$ cat src/rtl/num_display_pkg.sv
// ---------------------------------------------------------------------------
// num_display_pkg
//   Shared types and constants for the 8-digit multiplexed 7-segment
//   seconds counter.
//   - bcd_t / bcd8_t : one BCD digit / eight packed BCD digits
//   - SEG_*          : active-low {g,f,e,d,c,b,a} patterns, SEG_BLANK = all off
//   - DS_NONE        : all digit enables inactive (active-low)
//   - seg_of()       : BCD digit -> segment pattern, non-BCD codes blank
// ---------------------------------------------------------------------------
package num_display_pkg;

  typedef logic [3:0] bcd_t;
  typedef bcd_t [7:0] bcd8_t;

  localparam int unsigned NUM_DIGITS = 8;

  localparam logic [6:0] SEG_0     = 7'h40;
  localparam logic [6:0] SEG_1     = 7'h79;
  localparam logic [6:0] SEG_2     = 7'h24;
  localparam logic [6:0] SEG_3     = 7'h30;
  localparam logic [6:0] SEG_4     = 7'h19;
  localparam logic [6:0] SEG_5     = 7'h12;
  localparam logic [6:0] SEG_6     = 7'h02;
  localparam logic [6:0] SEG_7     = 7'h78;
  localparam logic [6:0] SEG_8     = 7'h00;
  localparam logic [6:0] SEG_9     = 7'h10;
  localparam logic [6:0] SEG_BLANK = 7'h7F;

  localparam logic [7:0] DS_NONE   = 8'hFF;

  function automatic logic [6:0] seg_of(input bcd_t d);
    logic [6:0] s;
    case (d)
      4'd0:    s = SEG_0;
      4'd1:    s = SEG_1;
      4'd2:    s = SEG_2;
      4'd3:    s = SEG_3;
      4'd4:    s = SEG_4;
      4'd5:    s = SEG_5;
      4'd6:    s = SEG_6;
      4'd7:    s = SEG_7;
      4'd8:    s = SEG_8;
      4'd9:    s = SEG_9;
      default: s = SEG_BLANK;
    endcase
    return s;
  endfunction

endpackage

$ cat src/rtl/num_display_clk_divide.sv
// ---------------------------------------------------------------------------
// clk_divide
//   Turns the system clock into a one-cycle-wide tick every DIV cycles while
//   en is high. The tick is a clock enable, never a clock.
//   Ports:
//     clk     in   system clock
//     rst     in   asynchronous active-high reset
//     en      in   1 = run; 0 = hold the count at 0 and suppress the tick
//     clk_out out  tick, high for exactly one clk cycle
//   The first tick appears DIV cycles after en rises; dropping en discards
//   any partial count so the next period starts from scratch.
// ---------------------------------------------------------------------------
module clk_divide #(
  parameter int DIV = 1000
) (
  input  logic clk,
  input  logic rst,
  input  logic en,
  output logic clk_out
);

  localparam int CNT_W = (DIV > 1) ? $clog2(DIV) : 1;

  logic [CNT_W-1:0] r_div_cnt;
  logic             r_tick;

  // Tick is registered from the terminal-count compare, so it lands on the
  // cycle after div_cnt reaches DIV-1, i.e. exactly DIV edges after enable.
  always_ff @(posedge clk or posedge rst) begin
    if (rst) begin
      r_div_cnt <= '0;
      r_tick    <= 1'b0;
    end else if (!en) begin
      r_div_cnt <= '0;
      r_tick    <= 1'b0;
    end else begin
      if (r_div_cnt == CNT_W'(DIV - 1)) begin
        r_div_cnt <= '0;
      end else begin
        r_div_cnt <= r_div_cnt + CNT_W'(1);
      end
      r_tick <= (r_div_cnt == CNT_W'(DIV - 1));
    end
  end

  assign clk_out = r_tick;

endmodule

$ cat src/rtl/num_display.sv
// ---------------------------------------------------------------------------
// num_display
//   8-digit multiplexed 7-segment seconds counter for a common-anode display.
//   Ports:
//     clk     in   1  system clock, sole clock domain
//     rst     in   1  asynchronous active-high reset
//     en_all  in   1  1 = count and display, 0 = freeze count and blank
//     clk_out out  1  count tick (TICK_HZ), one clk cycle wide
//     num     out  7  segments {g,f,e,d,c,b,a}, active-low
//     DS      out  8  digit enables, active-low, DS[0] = least significant
//   Contains the scan timer, the 8-digit BCD counter and the registered
//   output mux; the tick comes from a clk_divide instance.
// ---------------------------------------------------------------------------
module num_display
  import num_display_pkg::*;
#(
  parameter int CLK_HZ  = 1_000_000,
  parameter int TICK_HZ = 1,
  parameter int SCAN_HZ = 1000
) (
  input  logic       clk,
  input  logic       rst,
  input  logic       en_all,
  output logic       clk_out,
  output logic [6:0] num,
  output logic [7:0] DS
);

  localparam int TICK_DIV = CLK_HZ / TICK_HZ;
  localparam int SCAN_DIV = CLK_HZ / SCAN_HZ;
  localparam int SCAN_W   = (SCAN_DIV > 1) ? $clog2(SCAN_DIV) : 1;

  logic              w_tick;
  bcd8_t             w_bcd_inc;

  logic [SCAN_W-1:0] r_scan_cnt;
  logic [2:0]        r_idx;
  bcd8_t             r_bcd;
  logic [7:0]        r_ds;
  logic [6:0]        r_num;

  clk_divide #(
    .DIV (TICK_DIV)
  ) u_clk_divide (
    .clk     (clk),
    .rst     (rst),
    .en      (en_all),
    .clk_out (w_tick)
  );

  assign clk_out = w_tick;

  // Scan timer free-runs regardless of en_all so the digit rotation never
  // stalls; only the outputs are blanked while disabled.
  always_ff @(posedge clk or posedge rst) begin
    if (rst) begin
      r_scan_cnt <= '0;
      r_idx      <= '0;
    end else if (r_scan_cnt == SCAN_W'(SCAN_DIV - 1)) begin
      r_scan_cnt <= '0;
      r_idx      <= r_idx + 3'd1;
    end else begin
      r_scan_cnt <= r_scan_cnt + SCAN_W'(1);
    end
  end

  // Ripple-carry BCD increment: the carry propagates through every digit
  // sitting at 9, so 99999999 naturally rolls over to 00000000.
  always_comb begin
    logic v_carry;
    w_bcd_inc = r_bcd;
    v_carry   = 1'b1;
    for (int i = 0; i < NUM_DIGITS; i++) begin
      if (v_carry) begin
        if (r_bcd[i] >= 4'd9) begin
          w_bcd_inc[i] = 4'd0;
        end else begin
          w_bcd_inc[i] = r_bcd[i] + 4'd1;
          v_carry      = 1'b0;
        end
      end
    end
  end

  // Count holds (not cleared) while en_all is low.
  always_ff @(posedge clk or posedge rst) begin
    if (rst) begin
      r_bcd <= '0;
    end else if (w_tick && en_all) begin
      r_bcd <= w_bcd_inc;
    end
  end

  always_ff @(posedge clk or posedge rst) begin
    if (rst) begin
      r_ds  <= DS_NONE;
      r_num <= SEG_BLANK;
    end else if (en_all) begin
      r_ds  <= ~(8'b1 << r_idx);
      r_num <= seg_of(r_bcd[r_idx]);
    end else begin
      r_ds  <= DS_NONE;
      r_num <= SEG_BLANK;
    end
  end

  assign DS  = r_ds;
  assign num = r_num;

endmodule

$ cat config.mk
export PLATFORM = sky130hd
export DESIGN_NAME = num_display
export DESIGN_NICKNAME = d
export VERILOG_FILES = /design/src/rtl/num_display_pkg.sv /design/src/rtl/num_display_clk_divide.sv /design/src/rtl/num_display.sv
export SDC_FILE = /design/constraint.sdc
export NUM_CORES = 1
export LEC_CHECK = 0
export CAP_MARGIN = 25
export CORE_MARGIN = 5
export CORE_UTILIZATION = 61
export DETAILED_ROUTE_END_ITERATION = 6
export GPL_TIMING_DRIVEN = 0
export HOLD_SLACK_MARGIN = 0.03
export PLACE_DENSITY = 0.77
export SYNTH_ARGS = -nofsm -noshare
export SYNTH_HDL_FRONTEND = slang
export SYNTH_SLANG_ARGS = --single-unit
$ cat constraint.sdc
create_clock -name clk -period 3.1 [get_ports clk]
set_input_delay 0.62 -clock clk [delete_from_list [all_inputs] [get_ports clk]]
set_output_delay 0.62 -clock clk [all_outputs]
set_load 0.03 [all_outputs]
## After elaboration in Yosys (flattened, before gate mapping)

Memories as Yosys holds them, arrays and structs flattened.
Index checks and enable logic that the tools add are counted.
Widths: inputs -> output; s select.

| word-level totals | value |
|---|---|
| flip-flop bits (word level) | 81 |
| word-level logic and storage cells | 76 |
| memories kept | 1 |
| input bits | 3 |
| bits in latches | 0 |
| memory bits (read-only) | 112 |
| RAM bits | 0 |

| operators by class | value |
|---|---|
| div/mod/pow operators | 0 |
| shift-type cells | 1 |
| reduce and logical (&&, ||, !) cells | 8 |
| mux-type cells | 29 |
| $add $sub $neg | 11 |
| $lt $le $gt $ge | 9 |
| equality and inequality tests | 2 |
| multiply operators | 0 |
| bitwise gates (word level) | 1 |

Memories:

| name | words | width | rd ports | clocked after Yosys merged registers in | write ports | RTL line | RTL |
|---|---|---|---|---|---|---|---|
| (name not given) | 16 | 7 | 1 | 0 | 0 | num_display_pkg.sv:33 | `case (d)` |

Operators by type and width:

| kind | number |
|---|---|
| $mux 20 | 2 |
| $mux 4 | 9 |
| $add 4x1->4 const B | 8 |
| $ge 4x4->1 const B | 8 |
| $add 20x1->20 const B | 1 |
| $eq 20x20->1 const B | 1 |
| $mux 1 | 14 |
| $reduce_and 2->1 | 7 |
| $bmux 4 s3 | 1 |
| $add 10x1->10 const B | 1 |
| $eq 10x10->1 const B | 1 |
| $mux 10 | 1 |
| $mux 8 | 1 |
| $not 8->8 | 1 |
| $shl 1x3->8 const A | 1 |
| $mux 7 | 1 |
| $lt 3x4->1 const B | 1 |
| $add 3x1->3 const B | 1 |
| $logic_and 1x1->1 | 1 |

## Longest topological paths before layout

| depth | value |
|---|---|
| word-level depth | 9 |
| mapped depth | 8 |
| gate-level depth less buffers | 7 |

## Modules after synthesis

Synthesis repeated with hierarchy kept, for this count alone.

| second synthesis, totals | value |
|---|---|
| cells, all modules | 442 |
| area total of the unflattened synthesis | 4,559.4 µm² |

Modules (own cells, without submodules):

| module | times used | sequential area each (µm²) | area each (µm²) | cells an instance |
|---|---|---|---|---|
| num_display | 1 | 1,520.2 | 3,439.5 | 331 |
| clk_divide | 1 | 525.5 | 1,119.8 | 111 |

## Least setup slack after synthesis

Ideal clock, no wire load.

| path | value |
|---|---|
| kind | register -> register |
| start | reg r_bcd[0] in the netlist's numbering |
| end | reg r_bcd[28] in the netlist's numbering |
| clock period less this slack | 2.348 ns |
| setup slack | 0.752 ns |
| stages on the path, launching flop included | 8 |
| setup time | 0.074 ns |
| data required time | 3.026 ns |
| path buffers | 0 |
| data arrival time | 2.274 ns |
| cell sequence | dfrtp_1 -> inv_1 -> ha_1 -> nor3b_1 -> a2111o_1 -> or4_4 -> or4_4 -> o21ai_2 |

| on the way | value |
|---|---|
| word-level cells in the longest chain between the ends | 9 |

Ends and longest elaborated chain:

| what | RTL line | RTL |
|---|---|---|
| start, declared | num_display.sv:38 | `bcd8_t r_bcd;` |
| start signal, assigned | num_display.sv:90 | `r_bcd <= w_bcd_inc;` |
| $ge 4x4->1 | num_display.sv:75 | `if (r_bcd[i] >= 4'd9) begin` |
| $mux 1 | num_display.sv:75 |  |
| $mux 1 (6 in series) | num_display.sv:74 | `if (v_carry) begin` |
| $reduce_and 2->1 (no source line) | - |  |

No other way between the ends.
A chain may end at the register's enable or synchronous reset.

## Worst setup path after layout

| path | value |
|---|---|
| start | in en_all |
| end | reg r_bcd[29] in the netlist's numbering |

| on the way | value |
|---|---|
| word-level cells in the longest chain between the ends | 2 |

Ends and longest elaborated chain:

| what | RTL line | RTL |
|---|---|---|
| start, declared | num_display.sv:23 | `input logic en_all,` |
| $logic_and 1x1->1 | num_display.sv:89 | `end else if (w_tick && en_all) begin` |
| $reduce_and 2->1 (no source line) | - |  |

No other way between the ends.

==> flow_summary.yaml <==
run_status:
  status: "completed"
global_routing:
  grt_antenna_before_repair: 0
  gr-usage-all-layers: 0.210
  gr-total-overflow: 0
  grt_pass1_vias: 3151
  grt_max_degree: 65
  grt_pass1_wl_mm: 14.5
timing:
  clock_skew_ps: 8.20
  fin_crit_sh: 0.832
  min_period_ps: 2580
  setup_ws_ps: 522
  final.setup.tns_ps: 0
  hold_violations: 0
  fmax_ghz: 0.388
  setup_viol: 0
  tightest_slew_ps: 746
  slew_viol_final: 0
  rsz0062_at_grt: "no"
  relSlewSlack: 0.499
  fin_hold_ws_ps: 458
critical_path:
  r2r_start: "r_bcd[0]"
  critPathLaunchType: "primary input"
  critPathKind: "in -> reg"
  startpoint: "en_all"
  cp-end-kind: "flip-flop"
  worst-path-max-fanout: 10
  cp.required_ps: 3390
  cp.arrival_ps: 2870
  r2r_slack_ps: 540
min_path:
  min-delay-start: "r_scan_cnt[0]"
  min_path_type: "reg -> reg"
clock_tree:
  numCtsBuffers: 9
  ctsResizeCount: 0
  cts_htree_levels: 3
  cts_hold_buf: 0
  cts_sinks: 81
  clock-root-buffer: "clkbuf_8"
  clkTransAtPathRegs_ps: 80
  cts_tree: "done"
  clock_path_buffers: 2
  clock_latency_ps: 360
  postCtsSetupBuffers: 0
pwr:
  peakVddDrop_uv: 283
  p_per_area_nw_per_um2: 394
  p_leak_nw: 2.17
  finalPower_w: 0.00193
synth:
  synth_top_area_cell: "dfrtp_1"
  ys_ff_latch: 81
  ys.flop_type: "dfrtp_1"
  yosysUniqueCellTypes: 51
  synthCells: 416
  async_flop_share: 1.00
  synthesis.area_um2: 4360
  yosys_warnings: 0
  synth_top_area_frac: 0.379
  syn_avg_cell_area_um2: 10.5
  syn-num-nets: 456
  ys_seq_area_frac: 0.469
  synth_edf_count: 0
  yosys-top-cells-area: "dfrtp_1, ha_1, dfstp_2"
floorplanning:
  die_area_um2: 8940
  fp.dieW_um: 94.6
  die_h_um: 94.6
  initial_core_util: 0.635
  num_io_pins: 19
  row_count: 30
  core_area_um2: 6870
routing:
  dr.pass1.iters: 4
  drc: 0
  viasPerCell: 5.65
  drt-initial-drc-count: 141
  wl_mm: 8.28
  vias: 3096
  post_drt_wl_per_cell_um: 15.1
  antenna_left: 0
cells_and_area:
  num_antenna_cells: 0
  synthToLayoutAreaGrowth_pct: 12.2
  layout.nets: 487
  drive_above_1_share: 0.119
  nFillCells: 513
placed_design:
  hpwl_mm: 6.10
  io_buffers: 18
  post-place-ws_ps: 146
  place.gp.congestion: 0.852
flow_run:
  maxCapViolations: 0
## stage by stage
stage	util	area, µm²	std cells
2_1_floorplan	-	4360	416
3_3_place_gp	0.679	4660	530
3_5_place_dp	0.683	4690	531
4_1_cts	0.712	4890	547
5_1_grt	0.712	4890	548
6_report	0.712	4890	548
## worst max-delay path: stages
cell and delay [ps]:
clkdlybuf4s50_1 610, nand3_2 150, a2111o_1 350, or4_4 560, buf_6 160, nor2_2 200, mux2i_1 200
## power by group
part           leakage (nW)  internal [W]  switching [W]
sequential             1.01       0.00107     0.00000673
combinational          1.06     0.0000286      0.0000563
clock                0.0953      0.000391       0.000378
total                  2.17       0.00149       0.000441
## registers in the layout, summed over array words and instances, names as in the netlist
| signal | flops |
|---|---|
| r_bcd | 32 |
| u_clk_divide.r_div_cnt | 20 |
| r_scan_cnt | 10 |
| DS | 8 |
| num | 7 |
| r_idx | 3 |
| u_clk_divide.clk_out | 1 |
## cell type report
class	instances	area, µm²	area share
repair buffers	20	213	0.0435
flip-flops and latches	81	2050	0.418
clock buffers	11	141	0.0289
clock inverters	5	55.1	0.0113
plain buffers	11	50.0	0.0102
well taps	96	120	0.0245
inverters	30	115	0.0235
multi-input cells	294	2150	0.440
## cell usage in the layout (no fill, tap or decap), types with 3 or more instances in the layout
cell and n:
a21boi_0 4, a21oi_1 7, a41oi_1 4, and2_1 4, and3_1 7, and4_1 4, clkbuf_1 10, clkbuf_8 10
clkdlybuf4s50_1 18, dfrtp_1 66, dfstp_2 15, ha_1 37, inv_1 29, mux2i_1 9, mux4_2 7, nand2_1 31
nand2b_1 6, nand3_1 28, nand4_1 6, nor2_1 48, nor3_1 6, nor3b_1 3, nor4_1 3, o21ai_0 16
or3b_2 3, xnor2_1 8, xor2_1 21
## logic make-up after synthesis
kind of cell,count (synthesis),synth area share
xor gates and xnor gates,29,0.0582
and+or+nand+nor,161,0.189
DFF,81,0.469
buffers and inverters,41,0.0373
AOI/OAI and AO/OA,48,0.0723
adders and majority gates,37,0.106
muxes,19,0.0680
## cell usage after synthesis (2+ instances only)
cell type   n
a21o_1      2
and3_1      7
a21boi_0    4
xnor2_1     8
nand3b_1    2
a21oi_1     7
nand4b_1    2
o31ai_1     2
o21ai_0    16
nor2_1     48
mux4_2      7
nor3_1      6
a31oi_1     2
mux2i_1     9
clkbuf_1    9
nand4_1     6
o21a_1      2
mux2_2      2
dfstp_2    15
nor4_1      3
ha_1       37
or4_4       2
dfrtp_1    66
and4_1      4
a41oi_1     4
or3b_2      3
nor3b_1     3
inv_1      30
and2_1      4
nand2_1    31
xor2_1     21
nand2b_1    6
nand3_1    28
## layer usage
metal	GRT usage	part of all wire	wire length, µm
met1	0.273	0.45	3760
met2	0.349	0.50	4120
met3	0.0526	0.035	287
met4	0.0637	0.013	111
met5	0	0	0
## final timing paths
kind / to / cells past startpoint
min reg2reg: r_scan_cnt[0] / 1
min in group asynchronous: r_bcd[29] / 2
max in group asynchronous: num[0] / 3
min: r_scan_cnt[0] / 1
max reg2reg: r_bcd[29] / 8
max: r_bcd[29] / 7
Note: power is estimated with default switching activity, not from simulation.
